[config.mk]
export PLATFORM = sky130hd
export DESIGN_NAME = instr_encoder_loader
export DESIGN_NICKNAME = d
export VERILOG_FILES = /design/src/rtl/instr_encoder_loader.sv
export SDC_FILE = /design/constraint.sdc
export NUM_CORES = 1
export LEC_CHECK = 0
export ABC_AREA = 1
export CORE_MARGIN = 8
export CORE_UTILIZATION = 33
export DETAILED_ROUTE_END_ITERATION = 8
export HOLD_SLACK_MARGIN = 0.05
export PLACE_DENSITY = 0.73
export SKIP_CTS_REPAIR_TIMING = 1
export SLEW_MARGIN = 20
export SYNTH_ARGS = -nofsm -noshare
export SYNTH_HDL_FRONTEND = slang
export SYNTH_SLANG_ARGS = --single-unit
[constraint.sdc]
create_clock -name clk_i -period 3.1 [get_ports clk_i]
set_input_delay 0.93 -clock clk_i [delete_from_list [all_inputs] [get_ports clk_i]]
set_output_delay 0.93 -clock clk_i [all_outputs]
set_load 0.03 [all_outputs]
[src/rtl/instr_encoder_loader.sv]
// instr_encoder_loader: encodes RV32I fields into instruction words and writes them sequentially into instruction memory
module instr_encoder_loader #(
  parameter int ADDR_WIDTH = 8,
  parameter int DEPTH      = 256
) (
  input  logic                  clk_i,
  input  logic                  rst_i,
  input  logic                  clear_i,
  input  logic                  valid_i,
  output logic                  ready_o,
  input  logic [3:0]            class_i,
  input  logic [4:0]            rd_i,
  input  logic [4:0]            rs1_i,
  input  logic [4:0]            rs2_i,
  input  logic [2:0]            funct3_i,
  input  logic [6:0]            funct7_i,
  input  logic [31:0]           imm_i,
  output logic                  we_o,
  output logic [ADDR_WIDTH-1:0] waddr_o,
  output logic [31:0]           wdata_o,
  output logic [ADDR_WIDTH:0]   count_o,
  output logic                  full_o,
  output logic                  err_o
);
  typedef enum logic {LOAD, FULL} state_t;
  localparam logic [ADDR_WIDTH:0] DEPTH_C = (ADDR_WIDTH+1)'(DEPTH);
  state_t                state_q;
  logic                  we_q, err_q;
  logic [ADDR_WIDTH-1:0] waddr_q;
  logic [31:0]           wdata_q, wdata_d;
  logic [ADDR_WIDTH:0]   count_q, count_d;
  logic                  accept, legal;
  assign ready_o = state_q == LOAD;
  assign full_o  = state_q == FULL;
  assign legal   = class_i <= 4'd8;
  assign accept  = valid_i & ready_o & ~clear_i;
  assign count_d = count_q + (ADDR_WIDTH+1)'(1);
  assign we_o    = we_q;
  assign waddr_o = waddr_q;
  assign wdata_o = wdata_q;
  assign count_o = count_q;
  assign err_o   = err_q;
  // Immediate bit scattering mirrors the decoder's reassembly so words round-trip unchanged
  always_comb begin
    wdata_d = '0;
    case (class_i)
      4'd0: wdata_d = {funct7_i, rs2_i, rs1_i, funct3_i, rd_i, 7'b0110011};
      4'd1: wdata_d = {imm_i[11:0], rs1_i, funct3_i, rd_i, 7'b0000011};
      4'd2: wdata_d = {imm_i[11:0], rs1_i, funct3_i, rd_i, 7'b0010011};
      4'd3: wdata_d = {imm_i[11:5], rs2_i, rs1_i, funct3_i, imm_i[4:0], 7'b0100011};
      4'd4: wdata_d = {imm_i[12], imm_i[10:5], rs2_i, rs1_i, funct3_i, imm_i[4:1], imm_i[11], 7'b1100011};
      4'd5: wdata_d = {imm_i[31:12], rd_i, 7'b0010111};
      4'd6: wdata_d = {imm_i[31:12], rd_i, 7'b0110111};
      4'd7: wdata_d = {imm_i[11:0], rs1_i, 3'b000, rd_i, 7'b1100111};
      4'd8: wdata_d = {imm_i[20], imm_i[10:1], imm_i[11], imm_i[19:12], rd_i, 7'b1101111};
      default: wdata_d = '0;
    endcase
  end
  always_ff @(posedge clk_i) begin
    if (rst_i) begin
      state_q <= LOAD;
      we_q    <= 1'b0;
      err_q   <= 1'b0;
      waddr_q <= '0;
      wdata_q <= '0;
      count_q <= '0;
    end else begin
      we_q <= accept & legal;
      if (clear_i) begin
        state_q <= LOAD;
        err_q   <= 1'b0;
        count_q <= '0;
      end else if (accept && legal) begin
        waddr_q <= count_q[ADDR_WIDTH-1:0];
        wdata_q <= wdata_d;
        count_q <= count_d;
        if (count_d == DEPTH_C) state_q <= FULL;
      end else if (accept) begin
        err_q <= 1'b1;
      end
    end
  end
endmodule
==> impl_metrics.json, run 1 <==
{
  "cts_tree": "built",
  "slew_headroom_pct": 67.36,
  "tns_ns": 0,
  "route.detailed.drc": 0,
  "final_common_cell": "nand2_1",
  "start_kind": "primary input",
  "crit_required_ns": 3.34,
  "routed_wirelength_mm": 10.56,
  "antenna_found_initial": 0,
  "io-pin-count": 118,
  "fin_crit_ns": 2.621,
  "clkTransAtPathRegs_ns": 0.09,
  "power_frac_seq_pct": 44.8,
  "cts.sinks": 51,
  "end_kind": "register",
  "dpl.hpwl_mm": 8.203,
  "ys_types": 21,
  "fin_util_pct": 49.23,
  "pwr-share-comb_pct": 22.9,
  "fp.dieW_um": 111.8,
  "vias_per_cell": 4.955,
  "cts-buffers-inserted": 5,
  "hold_violations": 0,
  "yosysWarnings": 0,
  "rrSetupSlack_ns": 1.56,
  "track_usage_pct": 16.92,
  "fmax_mhz": 381.6,
  "yosysSeqAreaShare_pct": 33.75,
  "path_max_fanout": 16,
  "grt_pass1_wl_mm": 17.75,
  "hold_path_class": "register to register",
  "tightestPinTransition_ns": 0.4878,
  "drv_slew": 0,
  "coreArea_um2": 9065,
  "finalSetupViolCount": 0,
  "internal-power_mw": 1.098,
  "grt.overflow.total": 0,
  "wl_met1_mm": 4.616,
  "htreeDepth": 2,
  "finalNetCount": 696,
  "p_per_area_nw_per_um2": 343.2,
  "grt_pass1_vias": 3598,
  "rsz0062_at_grt": "no",
  "dr_wl_met2_mm": 5.080,
  "peakVddDrop_v": 0.0001827,
  "drive_gt1_share_pct": 4.762,
  "root_buffer": "clkbuf_8",
  "cts.path.max_buffers": 2,
  "drt_iter0_drc": 196,
  "outcome": "completed",
  "highest_layer": "met4",
  "switching_share_pct": 28.33,
  "fin_skew_ns": 0.01212,
  "power.leakage_nw": 1.850,
  "dieHeight_um": 111.8,
  "switchingPower_mw": 0.4339,
  "final_cell_mix": "175 x nand2_1, 117 x clkdlybuf4s50_1, 63 x nor2_1",
  "crit_arrival_ns": 2.86,
  "synthCells": 513,
  "rows": 35,
  "synth-seq-cells": 51,
  "period_share_pct": 84.54,
  "worstSkewPairLatency_ns": 0.31,
  "routedWlPerCell_um": 14.25,
  "whs_ns": 0.4697,
  "drv_cap": 0,
  "port_buffers": 117,
  "path_class": "primary input to register",
  "fillers": 914,
  "dieArea_um2": 12490,
  "vias": 3672,
  "antennaDiodeCount": 0,
  "grt_max_degree": 31,
  "synth_area_um2": 3025,
  "dr.pass1.iters": 6,
  "avgSynthCellArea_um2": 5.897,
  "clock_power_share_pct": 32.3,
  "met3_length_um": 789,
  "initial_core_util_pct": 33.37,
  "area_growth_pct": 47.52,
  "gp_congestion": 0.8623,
  "ant_nets": 0,
  "syn_nets": 580
}
## layout make-up
cell class | instances | area, µm² | share of cell area, %
multi-input combinational | 400 | 1752 | 39.25
timing repair buffer | 132 | 1284 | 28.76
sequential | 51 | 1021 | 22.88
inverter | 39 | 146.4 | 3.280
tap | 111 | 138.9 | 3.112
clock buffer | 6 | 82.58 | 1.850
clock inverter | 2 | 38.79 | 0.8691
## through the flow
stage          power (mW)  std cells  instance area [µm²]  setup slack (ns)
2_1_floorplan      0.8715        513                 3025             1.119
3_3_place_gp        1.048        733                 4342            0.2177
3_5_place_dp        1.053        733                 4342            0.1955
4_1_cts             1.543        741                 4463            0.4816
5_1_grt             1.614        741                 4463            0.3184
6_report            1.532        741                 4463            0.4794
## per-layer routing
layer,global-route usage [%],vias up
li1,-,1878
met1,20.69,1678
met2,29.04,110
met3,4.816,6
met4,2.917,0
met5,0,-
## registers in the layout (all words and copies together) (netlist names)
name and cells:
count_o 9, err_o 1, full_o 1, waddr_o 8
wdata_o 31, we_o 1
## cells in the mapped netlist (all sizes together)
| cell type | instances | share of area, % |
|---|---|---|
| a21oi | 42 | 6.9 |
| a31oi | 2 | 0.41 |
| buf | 14 | 2.4 |
| clkbuf | 9 | 1.1 |
| dfxtp | 51 | 34 |
| ha | 2 | 0.83 |
| inv | 39 | 4.8 |
| nand2 | 179 | 23 |
| nand3 | 55 | 9.1 |
| nand4 | 3 | 0.62 |
| nor2 | 65 | 8.2 |
| o21a | 1 | 0.25 |
| o21ai | 46 | 7.6 |
| o21bai | 2 | 0.50 |
| xnor2 | 1 | 0.29 |
| xor2 | 2 | 0.58 |
## final timing paths
kind	start	to	cells past startpoint
max	class_i[2]	wdata_o[28]	9
max reg2reg	count_o[1]	full_o	9
min	wdata_o[14]	wdata_o[14]	2
min reg2reg	wdata_o[14]	wdata_o[14]	2
## cell families (layout without fill, tap and decap cells)
family | Yosys count | count (layout) | share of synthesized area [%]
compound gates | 93 | 93 | 15.72
xor+xnor | 3 | 3 | 0.8686
fa+ha+maj | 2 | 2 | 0.8270
buf+inv | 62 | 179 | 8.354
flops | 51 | 51 | 33.75
simple gates | 302 | 302 | 40.49
## power by group through the flow
stage / clock network [mW] / registers, mW / logic, mW
3_3_place_gp: 0 / 0.701 / 0.347
5_1_grt: 0.539 / 0.690 / 0.385
4_1_cts: 0.503 / 0.687 / 0.353
3_5_place_dp: 0 / 0.702 / 0.351
2_1_floorplan: 0 / 0.737 / 0.134
6_report: 0.494 / 0.687 / 0.351
## critical path, cell delays in order
cell and delay [ns]:
clkdlybuf4s50_1 0.55, inv_1 0.10, nor2_2 0.35, nand2_2 0.30
o21ai_1 0.29, nor2_1 0.06, nand3_1 0.09, nand2_1 0.05
a21oi_1 0.12
Note: power is estimated with default switching activity, not from simulation.
==> run 2, diff against run 1 <==
Settings changed: PLACE_DENSITY 0.73 to 0.76.
Clock period 3.1 ns to 2.18 ns, I/O delays scaled along.
==> impl_metrics.json, run 2 (same netlist as run 1, synthesis figures left out) <==
{
  "outcome": "completed",
  "clkTransAtPathRegs_ns": 0.09,
  "peakVddDrop_v": 0.0004517,
  "drv_cap": 0,
  "drv_slew": 0,
  "antennaDiodeCount": 0,
  "port_buffers": 117,
  "fin_crit_ns": 2.102,
  "period_share_pct": 96.44,
  "r2r_cells": 9,
  "final_cell_mix": "173 x nand2_1, 111 x clkdlybuf4s50_1, 63 x nor2_1",
  "antenna_found_initial": 0,
  "fmax_mhz": 475.7,
  "route.detailed.drc": 0,
  "cts.path.max_buffers": 2,
  "hold_path.startpoint": "wdata_o[30]",
  "post_dp_cell_area_um2": 4547,
  "routed_wirelength_mm": 10.38,
  "seq_area_um2": 1021,
  "path_max_fanout": 5,
  "cts_tree": "built",
  "dieHeight_um": 111.8,
  "drive_gt1_share_pct": 7.858,
  "start_kind": "primary input",
  "multiInputGateArea_um2": 1762,
  "tns_ns": 0,
  "dpl.cell_count": 752,
  "rrSetupSlack_ns": 0.67,
  "initial_core_util_pct": 33.37,
  "io-pin-count": 118,
  "finalNetCount": 715,
  "final_common_cell": "nand2_1",
  "grt_pass1_vias": 3753,
  "r2r_end": "full_o",
  "ant_nets": 0,
  "area_growth_pct": 55.13,
  "dpl.hpwl_mm": 8.255,
  "cts.sinks": 51,
  "slew_headroom_pct": 65.65,
  "hold_path_class": "register to register",
  "routedWlPerCell_um": 13.66,
  "gp_congestion": 0.8717,
  "grt_max_degree": 33,
  "crit_arrival_ns": 2.34,
  "root_buffer": "clkbuf_8",
  "path_class": "primary input to register",
  "dr.pass1.iters": 5,
  "end_kind": "register",
  "htreeDepth": 2,
  "drt_iter0_drc": 177,
  "cp_slowest_cell": "clkdlybuf4s50_1",
  "path_cells": "clkdlybuf4s50_1 -> buf_4 -> nor2_2 -> buf_4 -> nand2_1 -> o21ai_0 -> nor2_1 -> nand3_1 -> nand2_1 -> a21oi_1",
  "grt.overflow.total": 0,
  "rsz0062_at_grt": "yes",
  "fp.dieW_um": 111.8,
  "startpoint": "class_i[3]",
  "cts-buffers-inserted": 5,
  "fillers": 883,
  "track_usage_pct": 16.41,
  "p_per_area_nw_per_um2": 471.8,
  "finalSetupViolCount": 0,
  "vias_per_cell": 4.903,
  "fin_skew_ns": 0.009081,
  "power.leakage_nw": 2.088,
  "dieArea_um2": 12490,
  "critPathCapture": "wdata_o[10]",
  "tightestPinTransition_ns": 0.5134,
  "rows": 35,
  "grt_pass1_wl_mm": 17.38,
  "worstSkewPairLatency_ns": 0.30,
  "crit_path_max_incr_delay_ns": 0.46,
  "fin_util_pct": 51.77,
  "hold_violations": 0,
  "fin_area_um2": 4693,
  "largest_register_ff_count": 31,
  "regToRegStartpoint": "count_o[1]",
  "crit_required_ns": 2.42,
  "layout.cells.non_filler": 760,
  "coreArea_um2": 9065,
  "vias": 3726
}
## run 2: worst min path at each step
stage	endpoint	cells past startpoint
final	wdata_o[30]	2
after global routing	wdata_o[4]	2
after CTS	wdata_o[4]	2
after detailed placement	wdata_o[4]	2
after global placement	wdata_o[31]	2
after floorplan	wdata_o[15]	2
## run 2: layout make-up
| type | count | share of cell area (%) |
|---|---|---|
| tap | 111 | 2.959 |
| multi-input combinational | 400 | 37.54 |
| timing repair buffer | 151 | 32.04 |
| sequential | 51 | 21.75 |
| clock inverter | 2 | 0.8264 |
| clock buffer | 6 | 1.760 |
| inverter | 39 | 3.119 |
## run 2: power by group
part / leakage [nW] / total [mW] / switching, mW / internal [mW]
Clock: 0.0618 / 0.706 / 0.328 / 0.378
Sequential: 0.413 / 0.975 / 0.0171 / 0.958
Combinational: 1.61 / 0.534 / 0.279 / 0.254
## run 2: stage by stage
stage / power, mW / hold WS, ns / worst slack, ns
2_1_floorplan: 1.239 / 0.5905 / 0.4746
3_3_place_gp: 1.520 / 0.4487 / -0.1565
3_5_place_dp: 1.529 / 0.4547 / -0.2620
4_1_cts: 2.227 / 0.4696 / -0.04165
5_1_grt: 2.327 / 0.4887 / -0.02799
6_report: 2.214 / 0.4668 / 0.07766
## run 2: per-layer routing
metal | vias up | global-route usage, % | share of wire [%]
li1 | 1920 | - | -
met1 | 1668 | 18.85 | 43
met2 | 126 | 28.15 | 47
met3 | 12 | 6.223 | 8.6
met4 | 0 | 3.737 | 1.0
met5 | - | 0 | 0
## run 2: critical path: cells and delay by family
| kind | cells | cell delay (ns) |
|---|---|---|
| buf+inv | 3 | 0.81 |
| simple gates | 5 | 0.56 |
| compound gates | 2 | 0.31 |
==> run 3, diff against run 2 <==
Settings changed: CAP_MARGIN set to 20.
==> results of run 3 <==
Final layout, timing and power as in run 2 (identical DEF).
==> edit, RTL diff (settings of run 2) <==
Put one more register stage on the output `count_o`. The value now appears one clock later. The other outputs are not delayed to match.
--- a/src/rtl/instr_encoder_loader.sv
+++ b/src/rtl/instr_encoder_loader.sv
@@ -38,7 +38,9 @@
   assign we_o    = we_q;
   assign waddr_o = waddr_q;
   assign wdata_o = wdata_q;
-  assign count_o = count_q;
+  always_ff @(posedge clk_i) begin
+    count_o <= count_q;
+  end
   assign err_o   = err_q;
   // Immediate bit scattering mirrors the decoder's reassembly so words round-trip unchanged
   always_comb begin
Check against the original RTL: not equivalent (a bounded check fails within 4 cycles, from zero or initial values and one cycle with rst_i high).
==> edit against run 2 <==
- synthesized area rose by 6.6%
- total power rose by 27%
- worst hold slack got worse by 0.064 ns
- maximum frequency rose by 1.7%
- cell area rose by 7.5%
- sequential power rose by 17%
- sequential share of layout area rose by 2.0 points
- core utilization rose by 0.59 points
- sequential cell count rose by 9
- global-route usage rose by 0.72 points
- setup slack improved by 0.034 ns
- wire length rose by 9.1%
- clock power rose by 59%
- critical path type is now flip-flop to output port
- highest routed layer unchanged
==> edit: results (changes against run 2) <==
irDropWorstVdd_uv: 284  # was 452 µV
cp.arrival_ns: 1.41  # was 2.34 ns
whs_ns: 0.403  # was 0.467 ns
met2_usage_pct: 29.0  # was 28.2%
dp_hpwl_mm: 8.55  # was 8.26 mm
worst_skew_pair.late_latency_ns: 0.34  # was 0.30 ns
htreeDepth: 3  # was 2
wl_met1_mm: 4.78  # was 4.47 mm
ys_types: 24  # was 21
grt_pass1_vias: 3791  # was 3753
r2r-start: "count_q[1]"  # was count_o[1]
p_comb_share_pct: 19.8  # was 24.1%
vias_per_cell: 4.86  # was 4.90
numCtsBuffers: 9  # was 5
initialDrtViolationCount: 206  # was 177
max_stage_delay_ns: 0.68  # was 0.46 ns
drive_gt1_share_pct: 10.4  # was 7.86%
ys_seq_area_share_pct: 37.2  # was 33.7%
dpl_cell_area_mm2: 0.00482  # was 0.00455 mm²
wl_met3_um: 917  # was 897 µm
totalWireLength_mm: 11.3  # was 10.4 mm
status: "complete, no violations"  # unchanged
yosys-top-cells-area: "dfxtp_1 (37%), nand2_1 (20%), nand3_1 (9.2%)"  # was dfxtp_1 (34%), nand2_1 (22%), nand3_1 (9.1%)
slew_headroom_pct: 70.1  # was 65.6%
finalPower_mw: 2.82  # was 2.21 mW
holdCritStartpoint: "count_q[8]"  # was wdata_o[30]
min_path_cells: 0  # was 2
nets: 734  # was 715
clk_pin_slew_ns: 0.07  # was 0.09 ns
met1_usage_pct: 19.9  # was 18.9%
clk-power_mw: 1.12  # was 706 µW
gp_congestion: 0.868  # was 0.872
-- edit: worst max-delay path by stage --
stage	startpoint	to	slack, ns
3_5_place_dp	class_i[0]	wdata_o[22]	-0.18
2_1_floorplan	class_i[1]	wdata_o[15]	0.47
5_1_grt	class_i[1]	wdata_o[16]	0.01
4_1_cts	full_o	ready_o	0.09
3_3_place_gp	class_i[0]	wdata_o[22]	-0.17
6_report	full_o	ready_o	0.11
-- edit: cell type report --
type	instances	area (µm²)
flip-flops and latches	60	1200
inverters	39	148
fillers	974	4590
clock buffers	11	141
multi-input cells	399	1760
well taps	133	166
repair buffers	158	1550
clock inverters	4	73.8
-- edit: stage by stage --
| stage | cells | setup slack, ns | util, % | TNS [ns] |
|---|---|---|---|---|
| after floorplan | 521 | 0.468 | - | 0 |
| after global placement | 789 | -0.172 | 50.0 | -3.50 |
| after detailed placement | 789 | -0.184 | 50.0 | -4.13 |
| after CTS | 804 | 0.0882 | 52.3 | 0 |
| after global routing | 804 | 0.0107 | 52.4 | 0 |
| final | 804 | 0.112 | 52.4 | 0 |
-- edit: worst reg2reg max path, stage by stage (launching register included) --
cell,delay (ns)
dfxtp_1,0.43
ha_1,0.23
nand3_1,0.15
inv_1,0.14
nand3_1,0.08
nand2_1,0.09
nand2_1,0.07
nor2_1,0.09
nand3_1,0.08
a21oi_1,0.13
-- edit: kinds of logic after synthesis --
family,Yosys count,synth area share [%]
AO/OA/AOI/OAI,89,14.0
XOR/XNOR,2,0.543
adder cells (fa/ha/maj),2,0.776
buffers and inverters,62,8.42
flip-flops,60,37.2
AND/OR/NAND/NOR,306,39.0
